===== config.mk =====
export PLATFORM = sky130hd
export DESIGN_NAME = core_ctrl
export DESIGN_NICKNAME = d
export VERILOG_FILES = /design/src/rtl/core_pkg.sv /design/src/rtl/core_ctrl_acc_tracker.sv /design/src/rtl/core_ctrl.sv
export SDC_FILE = /design/constraint.sdc
export NUM_CORES = 1
export LEC_CHECK = 0
export ABC_AREA = 0
export BUFFER_PORTS_ARGS = -buffer_cell sky130_fd_sc_hd__buf_2
export CAP_MARGIN = 20
export CORE_AREA = 2 2 67 69
export DETAILED_ROUTE_END_ITERATION = 7
export DIE_AREA = 0 0 69 71
export PLACE_DENSITY = 0.79
export REMOVE_ABC_BUFFERS = 1
export SLEW_MARGIN = 0
export SYNTH_ARGS = -nofsm -noshare
export SYNTH_HDL_FRONTEND = slang
export SYNTH_HIERARCHICAL = 1
export SYNTH_SLANG_ARGS = --single-unit
export TNS_END_PERCENT = 30

===== constraint.sdc =====
create_clock -name clk -period 1.5 [get_ports clk]
set_clock_uncertainty 0.1 [all_clocks]
set_input_delay 0.15 -clock clk [delete_from_list [all_inputs] [get_ports clk]]
set_output_delay 0.15 -clock clk [all_outputs]
set_load 0.05 [all_outputs]

===== src/rtl/core_pkg.sv =====
// Shared constants for the core instruction decoder: inst field positions,
// phase encoding and sticky error bit indices.
package core_pkg;

   localparam int LEN_KIJ  = 9;
   localparam int LEN_ONIJ = 8;
   localparam int ADDR_W   = 11;
   localparam int INST_W   = 34;
   localparam int IDX_W    = 3;
   localparam int CNT_W    = 4;

   localparam int ACC_B    = 33;
   localparam int PCEN_B   = 32;
   localparam int PWEN_B   = 31;
   localparam int PADDR_HI = 30;
   localparam int PADDR_LO = 20;
   localparam int XCEN_B   = 19;
   localparam int XWEN_B   = 18;
   localparam int XADDR_HI = 17;
   localparam int XADDR_LO = 7;
   localparam int OFRD_B   = 6;
   localparam int RELU_B   = 5;
   localparam int IFRD_B   = 4;
   localparam int L0RD_B   = 3;
   localparam int L0WR_B   = 2;
   localparam int EXEC_B   = 1;
   localparam int LOAD_B   = 0;

   // Idle word: both SRAMs deselected (active-low strobes high), all else zero.
   localparam logic [INST_W-1:0] INST_IDLE = 34'h1800C0000;

   localparam int ERR_LDEX = 0;
   localparam int ERR_PWR  = 1;
   localparam int ERR_UFL  = 2;
   localparam int ERR_OVR  = 3;

   typedef enum logic [1:0] {
      PH_IDLE  = 2'd0,
      PH_WLOAD = 2'd1,
      PH_EXEC  = 2'd2,
      PH_ACC   = 2'd3
   } phase_e;

endpackage


===== src/rtl/core_ctrl_acc_tracker.sv =====
// Follows pmem reads into the SFP: aligns acc with read data, counts beats per
// output vector, flags finished vectors and catches truncated accumulations.
module core_ctrl_acc_tracker
   import core_pkg::*;
(
   input  logic             clk,
   input  logic             rst_n,
   input  logic             i_pmem_cen,
   input  logic             i_pmem_wen,
   input  logic             i_acc,
   output logic             o_sfp_acc,
   output logic             o_sfp_clr,
   output logic             o_out_valid,
   output logic [IDX_W-1:0] o_out_idx,
   output logic             o_err_ovr
);

   logic             r_rd_vld;
   logic             r_acc_q;
   logic [CNT_W-1:0] r_cnt;
   logic [IDX_W-1:0] r_idx;
   logic [IDX_W-1:0] r_out_idx;
   logic             r_out_valid;
   logic             r_sfp_clr;
   logic             r_err_ovr;

   logic             w_sfp_acc;
   logic             w_full;
   logic             w_acc_fall;
   logic [IDX_W-1:0] w_idx_nxt;

   assign w_sfp_acc  = r_rd_vld & i_acc;
   assign w_full     = (r_cnt == CNT_W'(LEN_KIJ));
   assign w_acc_fall = r_acc_q & ~i_acc;
   assign w_idx_nxt  = (r_idx == IDX_W'(LEN_ONIJ - 1)) ? '0 : r_idx + 1'b1;

   always_ff @(posedge clk or negedge rst_n) begin
      if (!rst_n) begin
         r_rd_vld    <= 1'b0;
         r_acc_q     <= 1'b0;
         r_cnt       <= '0;
         r_idx       <= '0;
         r_out_idx   <= '0;
         r_out_valid <= 1'b0;
         r_sfp_clr   <= 1'b0;
         r_err_ovr   <= 1'b0;
      end else begin
         r_rd_vld    <= ~i_pmem_cen & i_pmem_wen;
         r_acc_q     <= i_acc;
         r_out_valid <= w_full;
         r_sfp_clr   <= r_out_valid;
         // A beat arriving in the flag cycle starts the next vector at 1.
         if (w_full) begin
            r_cnt     <= w_sfp_acc ? CNT_W'(1) : '0;
            r_out_idx <= r_idx;
            r_idx     <= w_idx_nxt;
         end else if (w_sfp_acc) begin
            r_cnt <= r_cnt + 1'b1;
         end
         if (w_acc_fall && (r_cnt != '0) && !w_full)
            r_err_ovr <= 1'b1;
      end
   end

   assign o_sfp_acc   = w_sfp_acc;
   assign o_sfp_clr   = r_sfp_clr;
   assign o_out_valid = r_out_valid;
   assign o_out_idx   = r_out_idx;
   assign o_err_ovr   = r_err_ovr;

endmodule


===== src/rtl/core_ctrl.sv =====
// Instruction decoder and sequencing monitor: registers inst into SRAM strobes
// and datapath controls, tracks the operating phase and records protocol errors.
//
// state    | meaning
// PH_IDLE  | no load, execute or accumulate activity
// PH_WLOAD | weights moving into L0 (load or l0_wr)
// PH_EXEC  | array executing or OFIFO being drained
// PH_ACC   | SFP accumulating psums read from pmem
module core_ctrl
   import core_pkg::*;
(
   input  logic              clk,
   input  logic              reset,
   input  logic [INST_W-1:0] inst,
   input  logic              ofifo_valid,
   output logic              xmem_cen,
   output logic              xmem_wen,
   output logic [ADDR_W-1:0] xmem_addr,
   output logic              pmem_cen,
   output logic              pmem_wen,
   output logic [ADDR_W-1:0] pmem_addr,
   output logic              l0_wr,
   output logic              l0_rd,
   output logic              ififo_rd,
   output logic              ofifo_rd,
   output logic              load,
   output logic              execute,
   output logic              relu,
   output logic              sfp_acc,
   output logic              sfp_clr,
   output logic              out_valid,
   output logic [IDX_W-1:0]  out_idx,
   output logic [1:0]        phase,
   output logic [3:0]        err
);

   logic [INST_W-1:0] r_inst;
   logic [2:0]        r_err;
   phase_e            r_phase;
   phase_e            w_phase_nxt;
   logic              w_err_ovr;

   // Phase is decoded alongside the inst register so it lines up with the strobes.
   always_ff @(posedge clk or negedge reset) begin
      if (!reset) begin
         r_inst  <= INST_IDLE;
         r_phase <= PH_IDLE;
      end else begin
         r_inst  <= inst;
         r_phase <= w_phase_nxt;
      end
   end

   always_comb begin
      w_phase_nxt = PH_IDLE;
      if (inst[ACC_B])
         w_phase_nxt = PH_ACC;
      else if (inst[EXEC_B] || inst[OFRD_B])
         w_phase_nxt = PH_EXEC;
      else if (inst[LOAD_B] || inst[L0WR_B])
         w_phase_nxt = PH_WLOAD;
   end

   always_ff @(posedge clk or negedge reset) begin
      if (!reset) begin
         r_err <= '0;
      end else begin
         if (r_inst[LOAD_B] && r_inst[EXEC_B])
            r_err[ERR_LDEX] <= 1'b1;
         if (r_inst[ACC_B] && !r_inst[PCEN_B] && !r_inst[PWEN_B])
            r_err[ERR_PWR] <= 1'b1;
         if (r_inst[OFRD_B] && !ofifo_valid)
            r_err[ERR_UFL] <= 1'b1;
      end
   end

   core_ctrl_acc_tracker u_acc_tracker (
      .clk         (clk),
      .rst_n       (reset),
      .i_pmem_cen  (r_inst[PCEN_B]),
      .i_pmem_wen  (r_inst[PWEN_B]),
      .i_acc       (r_inst[ACC_B]),
      .o_sfp_acc   (sfp_acc),
      .o_sfp_clr   (sfp_clr),
      .o_out_valid (out_valid),
      .o_out_idx   (out_idx),
      .o_err_ovr   (w_err_ovr)
   );

   assign xmem_cen  = r_inst[XCEN_B];
   assign xmem_wen  = r_inst[XWEN_B];
   assign xmem_addr = r_inst[XADDR_HI:XADDR_LO];
   assign pmem_cen  = r_inst[PCEN_B];
   assign pmem_wen  = r_inst[PWEN_B];
   assign pmem_addr = r_inst[PADDR_HI:PADDR_LO];
   assign l0_wr     = r_inst[L0WR_B];
   assign l0_rd     = r_inst[L0RD_B];
   assign ififo_rd  = r_inst[IFRD_B];
   assign ofifo_rd  = r_inst[OFRD_B];
   assign load      = r_inst[LOAD_B];
   assign execute   = r_inst[EXEC_B];
   assign relu      = r_inst[RELU_B];
   assign phase     = r_phase;
   assign err       = {w_err_ovr, r_err};

endmodule


==> flow_summary.ini, run 1 <==
[power_and_ir_drop]
clock_network_fraction_of_design_power = 0.247
p_sw_frac = 0.299
power-per-cell-area_nw_per_um2 = 1240
p_seq_frac = 0.534
int_pwr_w = 0.00226
cellLeakagePower_nw = 1.31
p_switching_w = 0.000967
comb_power_share = 0.219
irDropWorstVdd_v = 0.000668

[global_route]
grt_first_pass_wirelength_microns = 5910
grt_use_total = 0.157
antenna_violations_before_repair = 0
grt_max_degree = 40
grt_remaining_overflow = 0
via_count_of_the_first_global_routing_pass = 1244

[placed_design]
dp_worst_setup_slack_ns = 0.121
routabilityCongestion = 0.738
dpl_cell_area_sq_um = 2170
placement.io_buffers = 81
dp.final_hpwl_microns = 2400

[sta]
timing.slew.headroom = 0.750
fmaxAchievable_mhz = 690
rsz0062_at_grt = no
final_critical_path_setup_slack_ns = 0.0517
final-hold-violation-count = 0
finalSetupViolations = 0
final.min_clock_period_ns = 1.45
setup-tns-final_ns = 0
tightest_slew_ns = 0.374
finalCritPeriodShare = 0.966
timing_max_transition_violations_final = 0

[worst_setup_path]
critical_path_required_ns = 1.25
crit_type = reg -> out
worst_path_max_delay_cell = dfrtp_1
critical_path.cell_chain = and2_1 -> clkbuf_4
worst_r2r_path_depth = 3
critPathArrivalTime_ns = 1.20
end_kind = output pin
worstReg2RegEnd = u_acc_tracker/o_out_idx[2]
timing.rr.start = u_acc_tracker/r_cnt[1]
crit_path_start_kind = flop
worst-path-max-fanout = 7
reg2reg_slack_ns = 0.09
cpPeakStageDelay_ns = 0.47

[drt]
viasPerCell = 4.43
post_detailed_route_wirelength_per_cell_microns = 13.6
route.final.wire_length_microns = 3710
drt-pass1-iter-count = 4
route.antenna.remaining_nets = 0
routed-via-count = 1206
drc = 0
detailedRoute.firstIterationViolations = 98

[synthesis]
unique_masters_post_synth = 24
syn_inst = 119
yosysSeqAreaShare = 0.729
syn-mean-instance-area_sq_um = 15.6
synth-warning-count = 6
synth_seq_cells = 54
synth.cell_area_sq_um = 1860

[clock_network]
cts_max_level = 2
cts.clk_slew.worst_paths_ns = 0.09
source_to_sink_clock_delay_at_the_later_pin_of_the_worst_skew_pair_ns = 0.30
post_cts_buffers = 0
clock_tree_from_tritoncts = built
clock-root-buffer = clkbuf_8
ctsLongestPathBuffers = 2
cts-buffers-inserted = 5
tritoncts_sink_count = 54

[status]
outcome = finished, final reports clean

[hold_path]
hp-start = ofifo_valid
hold_path.class = in -> reg
min_to = r_err[2]
min_path_cells = 3

[finish]
fillerInstances = 324
finish.net_count = 258
final_layout_size_suffix_gt1_frac = 0.464
finish.instance_area_sq_um = 2610
multi_input_comb_area_sq_um = 300
antenna-diode-count = 0
area_growth_syn_to_layout_pct = 40.4
register_area_sq_um = 1360

[floorplanning]
core-area_sq_um = 4200
initial_core_util = 0.442
dieArea_sq_um = 4900
placementRows = 24
i_o_pin_count = 82
die_y_microns = 71
die_width_microns = 69

[job]
maxCapViolCount = 0
## worst max-delay path: cells and delay by family (launching register included)
| kind | cells | cell delay [ns] |
|---|---|---|
| flops | 1 | 0.47 |
| simple gates | 1 | 0.20 |
| buf+inv | 1 | 0.24 |
## how the worst max path moves through the flow
stage / start / cells past startpoint / end
floorplan: u_acc_tracker/r_cnt[1] / 3 / u_acc_tracker/o_out_idx[0]
global placement: u_acc_tracker/r_cnt[1] / 3 / u_acc_tracker/o_out_idx[1]
detailed placement: u_acc_tracker/r_cnt[1] / 3 / u_acc_tracker/o_out_idx[2]
CTS: r_inst[33] / 2 / sfp_acc
global route: r_inst[33] / 2 / sfp_acc
finish: r_inst[33] / 2 / sfp_acc
## metrics by stage
stage	hold slack [ns]	util	instances	total power (W)
5_1_grt	0.0308	0.621	272	0.00340
3_3_place_gp	-0.0206	0.515	229	0.00236
2_1_floorplan	-0.246	-	95	0.00218
3_5_place_dp	-0.00984	0.515	229	0.00239
6_report	0.0242	0.621	272	0.00323
4_1_cts	0.0203	0.620	272	0.00327
## state kept, by name (all words and copies together) (netlist names)
name / flops
r_inst: 34
u_acc_tracker/r_idx: 3
u_acc_tracker/r_cnt: 4
u_acc_tracker/o_sfp_clr: 1
r_err: 3
u_acc_tracker/o_out_idx: 3
u_acc_tracker/o_out_valid: 1
u_acc_tracker/o_err_ovr: 1
u_acc_tracker/r_rd_vld: 1
phase: 2
u_acc_tracker/r_acc_q: 1
## what timing repair did
item	4_1_cts	5_1_grt
hold endpoints to repair	51	0
gates resized for setup	0	1
setup endpoints to repair	0	1
hold buffers	35	0
## cell usage in the layout (no fill, tap or decap), types with 2 or more instances in the layout
master         instances
mux2_4                 6
nor2b_1                2
o31ai_1                2
dfstp_2                4
xnor2_1                3
nand2_1                2
ha_1                   2
nor2_1                 3
o21ai_0                3
clkbuf_8               6
dfrtp_1               50
inv_1                  5
a21o_1                 3
dlygate4sd3_1         35
buf_2                 80
## power by group through the flow
stage	combinational, W	clock (W)	sequential [W]
floorplan	0.000232	0	0.00195
global placement	0.000623	0	0.00174
detailed placement	0.000643	0	0.00175
CTS	0.000714	0.000836	0.00172
global route	0.000768	0.000896	0.00174
finish	0.000708	0.000797	0.00173
## routing by layer
layer	vias up	global-route usage	part of all wire
met2	65	0.271	0.52
met3	11	0.0427	0.069
li1	558	-	-
met4	0	0.0915	0.026
met1	572	0.176	0.38
met5	-	0	0
## cell usage after synthesis
cell type | n | area (sq um)
xnor2_1 | 3 | 26.3
a21o_1 | 3 | 22.5
nand4_1 | 1 | 6.26
a31o_2 | 1 | 8.76
and2_1 | 1 | 6.26
nand2_1 | 2 | 7.51
nor2_2 | 1 | 6.26
inv_1 | 5 | 18.8
nor2b_1 | 2 | 12.5
ha_1 | 2 | 25.0
dfrtp_1 | 50 | 1250
mux2_4 | 6 | 90.1
nor2_1 | 3 | 11.3
o21ai_0 | 3 | 15.0
nand3_1 | 1 | 5.00
and3_1 | 1 | 6.26
a22o_1 | 1 | 8.76
buf_6 | 1 | 11.3
dfstp_2 | 4 | 105
and3_4 | 1 | 11.3
or3_1 | 1 | 6.26
mux2i_1 | 1 | 10.0
buf_4 | 23 | 173
o31ai_1 | 2 | 15.0
## layout make-up
cell class	instances	share of cell area
Inverter	5	0.00719
Timing Repair Buffer	117	0.298
Clock buffer	7	0.0331
Tap cell	52	0.0249
Clock inverter	1	0.00192
Sequential cell	54	0.520
Multi-Input combinational cell	36	0.115
## logic make-up (layout without fill, tap and decap cells)
family                   count (synthesis)  count (layout)  share of synthesized area
XOR/XNOR                                 3               3                     0.0141
multiplexers                             7               7                     0.0538
flip-flops                              54              54                      0.729
AND/OR/NAND/NOR                         14              14                     0.0424
buffers and inverters                   29             130                      0.109
adder cells (fa/ha/maj)                  2               2                     0.0135
AO/OA/AOI/OAI                           10              10                     0.0377
Power figures use the tool's default switching activity.
==> run 2, diff against run 1 <==
--- a/config.mk
+++ b/config.mk
@@ -8,10 +8,10 @@
 export ABC_AREA = 0
 export BUFFER_PORTS_ARGS = -buffer_cell sky130_fd_sc_hd__buf_2
 export CAP_MARGIN = 20
-export CORE_AREA = 2 2 67 69
+export CORE_AREA = 2 2 93 50
 export DETAILED_ROUTE_END_ITERATION = 7
-export DIE_AREA = 0 0 69 71
-export PLACE_DENSITY = 0.79
+export DIE_AREA = 0 0 95 52
+export PLACE_DENSITY = 0.8
 export REMOVE_ABC_BUFFERS = 1
 export SLEW_MARGIN = 0
 export SYNTH_ARGS = -nofsm -noshare
==> flow_summary.ini, run 2 (synthesis results as in run 1) <==
[worst_setup_path]
count_of_buffering_cells_on_the_critical_path_with_inverters_included = 1
worst_r2r_path_depth = 3
critPathArrivalTime_ns = 1.15
worst-path-max-fanout = 7
crit_path_start_kind = flop
critical_path_required_ns = 1.25
worstReg2RegEnd = u_acc_tracker/o_out_idx[2]
cpLargestDelayFamily = flip-flops
end_kind = output pin
crit_type = reg -> out
reg2reg_slack_ns = 0.1
critical_path.cell_chain = and2_1 -> buf_4
timing.rr.start = u_acc_tracker/r_cnt[1]
worst_path_max_delay_cell = dfrtp_2
cpPeakStageDelay_ns = 0.44

[finish]
register_area_sq_um = 1360
final-instance-count-excl-fill = 277
largest_register_ff_count = 34
antenna-diode-count = 0
final_layout_size_suffix_gt1_frac = 0.464
area_growth_syn_to_layout_pct = 40.4
final_common_cell = buf_2
most_flop_heavy_register = r_inst
multi_input_comb_area_sq_um = 300
finish.utilization = 0.623
fillerInstances = 323
finish.net_count = 258
mostFrequentLayoutCells = buf_2, dfrtp_1, dlygate4sd3_1
biggestRegsByFlops = r_inst x34, u_acc_tracker/r_cnt x4

[floorplanning]
die_y_microns = 52
placementRows = 17
die_width_microns = 95
i_o_pin_count = 82
dieArea_sq_um = 4940
core-area_sq_um = 4190
initial_core_util = 0.444

[clock_network]
cts-buffers-inserted = 5
cts.clk_slew.worst_paths_ns = 0.09
tritoncts_sink_count = 54
ctsLongestPathBuffers = 2
source_to_sink_clock_delay_at_the_later_pin_of_the_worst_skew_pair_ns = 0.30
cts_max_level = 2
clock_tree_from_tritoncts = built
post_cts_buffers = 0
clock-root-buffer = clkbuf_8

[global_route]
grt_use_total = 0.160
via_count_of_the_first_global_routing_pass = 1240
antenna_violations_before_repair = 0
grt_remaining_overflow = 0
grt_max_degree = 55
grt_first_pass_wirelength_microns = 5740

[drt]
viasPerCell = 4.20
route.final.wire_length_microns = 3630
drt-pass1-iter-count = 4
post_detailed_route_wirelength_per_cell_microns = 13.1
detailedRoute.firstIterationViolations = 16
drc = 0
routed-via-count = 1164
route.antenna.remaining_nets = 0

[sta]
setup-tns-final_ns = 0
finalCritPeriodShare = 0.933
timing_max_transition_violations_final = 0
final-hold-violation-count = 0
timing.slew.headroom = 0.781
finalSetupViolations = 0
tightest_slew_ns = 0.325
fmaxAchievable_mhz = 714
final.min_clock_period_ns = 1.40
rsz0062_at_grt = no

[power_and_ir_drop]
cellLeakagePower_nw = 1.30
irDropWorstVdd_v = 0.000627
power-per-cell-area_nw_per_um2 = 1230

[placed_design]
placement.io_buffers = 81
dp.final_hpwl_microns = 2180
dpl.cell_count = 234
routabilityCongestion = 0.805

[job]
maxCapViolCount = 0

[hold_path]
hold_path.class = in -> reg
min_path_cells = 3
min_to = r_err[2]
hp-start = ofifo_valid

[status]
outcome = finished, final reports clean
-- run 2: cell count changes in the layout (fill, tap and decap cells not counted) --
| cell | delta |
|---|---|
| buf_4 | +1 |
| clkbuf_1 | +1 |
| clkbuf_4 | -1 |
| clkbuf_8 | -1 |
| clkinv_2 | -1 |
| clkinvlp_4 | +1 |
| dfrtp_1 | -1 |
| dfrtp_2 | +1 |
-- run 2: final cells by class --
type                       instances  share of cell area
tap                               57              0.0273
inverter                           5             0.00719
timing repair buffer             117               0.298
clock buffer                       7              0.0292
multi-input combinational         36               0.115
sequential                        54               0.520
clock inverter                     1             0.00288
-- run 2: worst max path at each step --
stage	startpoint	endpoint	slack [ns]	cells past startpoint
2_1_floorplan	u_acc_tracker/r_cnt[1]	u_acc_tracker/o_out_idx[0]	0.19	3
3_3_place_gp	u_acc_tracker/r_cnt[1]	u_acc_tracker/o_out_idx[0]	0.16	3
3_5_place_dp	u_acc_tracker/r_cnt[1]	u_acc_tracker/o_out_idx[1]	0.12	3
4_1_cts	r_inst[33]	sfp_acc	0.01	2
5_1_grt	r_inst[33]	sfp_acc	0.03	2
6_report	r_inst[33]	sfp_acc	0.1	2
-- run 2: worst register-to-register path: stages (launching register included) --
cell and delay (ns):
dfrtp_1 0.45, nor2_2 0.15, and3_4 0.28, mux2_4 0.31
-- run 2: where the power goes --
part           leakage (nW)  internal [W]  switching, W
Combinational         0.626      0.000297      0.000418
Sequential            0.631       0.00160      0.000126
Clock                0.0385      0.000331      0.000431
Total                  1.30       0.00222      0.000974
-- run 2: layer usage --
metal	up-vias	GRT usage	share of wire	routed length, microns
met1	539	0.192	0.46	1660
met3	4	0.0899	0.11	410
li1	560	-	-	-
met2	61	0.257	0.42	1540
met4	0	0.0290	0.0063	23
met5	-	0	0	0
-- run 2: through the flow --
stage | area (sq um) | setup WS, ns | power, W | hold WS [ns]
finish | 2610 | 0.0998 | 0.00320 | 0.0239
global route | 2610 | 0.0259 | 0.00341 | 0.0166
CTS | 2610 | 0.0138 | 0.00324 | 0.0185
detailed placement | 2170 | 0.118 | 0.00239 | 0.0673
global placement | 2170 | 0.157 | 0.00237 | 0.0611
floorplan | 1680 | 0.191 | 0.00218 | -0.246
-- run 2: timing repair --
item,in CTS,in global routing
hold endpoints to repair,86,0
endpoints found under the setup margin,1,1
gates cloned,0,0
gates resized for setup,1,1
hold buffers,35,0
==> run 3, diff against run 2 <==
--- a/config.mk
+++ b/config.mk
@@ -9,6 +9,7 @@
 export BUFFER_PORTS_ARGS = -buffer_cell sky130_fd_sc_hd__buf_2
 export CAP_MARGIN = 20
 export CORE_AREA = 2 2 93 50
+export CTS_BUF_LIST = sky130_fd_sc_hd__clkbuf_4 sky130_fd_sc_hd__clkbuf_8 sky130_fd_sc_hd__clkbuf_16
 export DETAILED_ROUTE_END_ITERATION = 7
 export DIE_AREA = 0 0 95 52
 export PLACE_DENSITY = 0.8
==> flow_summary.ini, run 3 (synthesis results as in run 1) <==
[status]
outcome = finished, final reports clean

[finish]
finish.utilization = 0.625
finish.net_count = 258
area_growth_syn_to_layout_pct = 40.8
final_layout_size_suffix_gt1_frac = 0.473
biggestRegsByFlops = r_inst x34, u_acc_tracker/r_cnt x4
antenna-diode-count = 0
largest_register_ff_count = 34
most_flop_heavy_register = r_inst
fillerInstances = 322
final_common_cell = buf_2
mostFrequentLayoutCells = buf_2, dfrtp_1, dlygate4sd3_1

[placed_design]
dp.final_hpwl_microns = 2180
placement.io_buffers = 81
routabilityCongestion = 0.805

[drt]
route.final.wire_length_microns = 3590
routed-via-count = 1156
drt-pass1-iter-count = 3
viasPerCell = 4.17
drc = 0
post_detailed_route_wirelength_per_cell_microns = 13.0
detailedRoute.firstIterationViolations = 15
route.antenna.remaining_nets = 0

[clock_network]
cts-buffers-inserted = 5
clock_tree_from_tritoncts = built
post_cts_buffers = 0
clock-root-buffer = clkbuf_8
source_to_sink_clock_delay_at_the_later_pin_of_the_worst_skew_pair_ns = 0.29
ctsLongestPathBuffers = 2
cts_max_level = 2
tritoncts_sink_count = 54
cts.clk_slew.worst_paths_ns = 0.09

[worst_setup_path]
end_kind = output pin
count_of_buffering_cells_on_the_critical_path_with_inverters_included = 1
critical_path_required_ns = 1.25
worst_path_max_delay_cell = dfrtp_2
crit_path_start_kind = flop
crit_type = reg -> out
cpPeakStageDelay_ns = 0.43
critPathArrivalTime_ns = 1.14
cpLargestDelayFamily = flip-flops
critical_path.cell_chain = and2_1 -> buf_4
worst-path-max-fanout = 7

[power_and_ir_drop]
power-per-cell-area_nw_per_um2 = 1230
irDropWorstVdd_v = 0.000624
cellLeakagePower_nw = 1.30

[sta]
fmaxAchievable_mhz = 721
setup-tns-final_ns = 0
timing_max_transition_violations_final = 0
tightest_slew_ns = 0.333
final.min_clock_period_ns = 1.39
final-hold-violation-count = 0
finalSetupViolations = 0
rsz0062_at_grt = no
finalCritPeriodShare = 0.925
timing.slew.headroom = 0.776

[global_route]
grt_first_pass_wirelength_microns = 5710
via_count_of_the_first_global_routing_pass = 1226
grt_use_total = 0.159
grt_max_degree = 55
grt_remaining_overflow = 0
antenna_violations_before_repair = 0

[floorplanning]
initial_core_util = 0.444
core-area_sq_um = 4190
dieArea_sq_um = 4940
i_o_pin_count = 82
placementRows = 17
die_width_microns = 95
die_y_microns = 52

[job]
maxCapViolCount = 0

[hold_path]
hold_path.class = in -> reg
-- run 3: cell counts in the layout (fill, tap and decap cells not counted) --
No cell type changed its count.
-- run 3: layout make-up --
| type | count | area [sq um] | area share |
|---|---|---|---|
| inverters | 5 | 18.8 | 0.00717 |
| clock buffers | 7 | 83.8 | 0.0320 |
| repair buffers | 117 | 778 | 0.297 |
| multi-input cells | 36 | 300 | 0.115 |
| clock inverters | 1 | 7.51 | 0.00287 |
| flip-flops and latches | 54 | 1360 | 0.519 |
| well taps | 57 | 71.3 | 0.0272 |
-- run 3: per-stage QoR --
| stage | hold WS (ns) | power [W] | cells | setup WS, ns | instance area (sq um) |
|---|---|---|---|---|---|
| 4_1_cts | 0.0185 | 0.00327 | 277 | 0.0391 | 2620 |
| 2_1_floorplan | -0.246 | 0.00218 | 95 | 0.191 | 1680 |
| 3_5_place_dp | 0.0673 | 0.00239 | 234 | 0.118 | 2170 |
| 5_1_grt | 0.0166 | 0.00344 | 277 | 0.0307 | 2620 |
| 3_3_place_gp | 0.0611 | 0.00237 | 234 | 0.157 | 2170 |
| 6_report | 0.0258 | 0.00323 | 277 | 0.113 | 2620 |
-- run 3: metal layers --
layer,global-route usage,vias to the layer above,wire length [microns]
li1,-,560,-
met1,0.191,531,1620
met2,0.255,61,1520
met3,0.0899,4,418
met4,0.0290,0,23
met5,0,-,0
-- run 3: path summary, 6_finish.rpt --
kind                                            from                       to  slack, ns  cells after the start
setup / recovery                          r_inst[33]                  sfp_acc       0.11                      2
hold / removal                           ofifo_valid                 r_err[2]       0.03                      3
setup reg to reg              u_acc_tracker/r_cnt[1]   u_acc_tracker/r_idx[0]       0.12                      3
hold reg to reg            u_acc_tracker/o_out_valid  u_acc_tracker/o_sfp_clr       0.28                      0
max in group asynchronous                      reset               r_inst[31]       0.71                      3
min in group asynchronous                      reset   u_acc_tracker/r_idx[1]       0.29                      3
-- run 3: tightest hold or removal path: cells and delay by family --
kind	cells	cell delay (ns)
AO/OA/AOI/OAI	1	0.10
buffers and inverters	2	0.13
-- run 3: repair_timing --
| action | CTS | global route |
|---|---|---|
| endpoints found under the hold margin | 86 | 0 |
| endpoints found under the setup margin | 1 | 1 |
| gates resized for setup | 1 | 1 |
| hold buffers | 35 | 0 |
-- run 3: where the power goes --
part / internal [W] / switching, W / total [W]
Combinational: 0.000296 / 0.000416 / 0.000713
Sequential: 0.00160 / 0.000125 / 0.00172
Clock: 0.000367 / 0.000426 / 0.000794
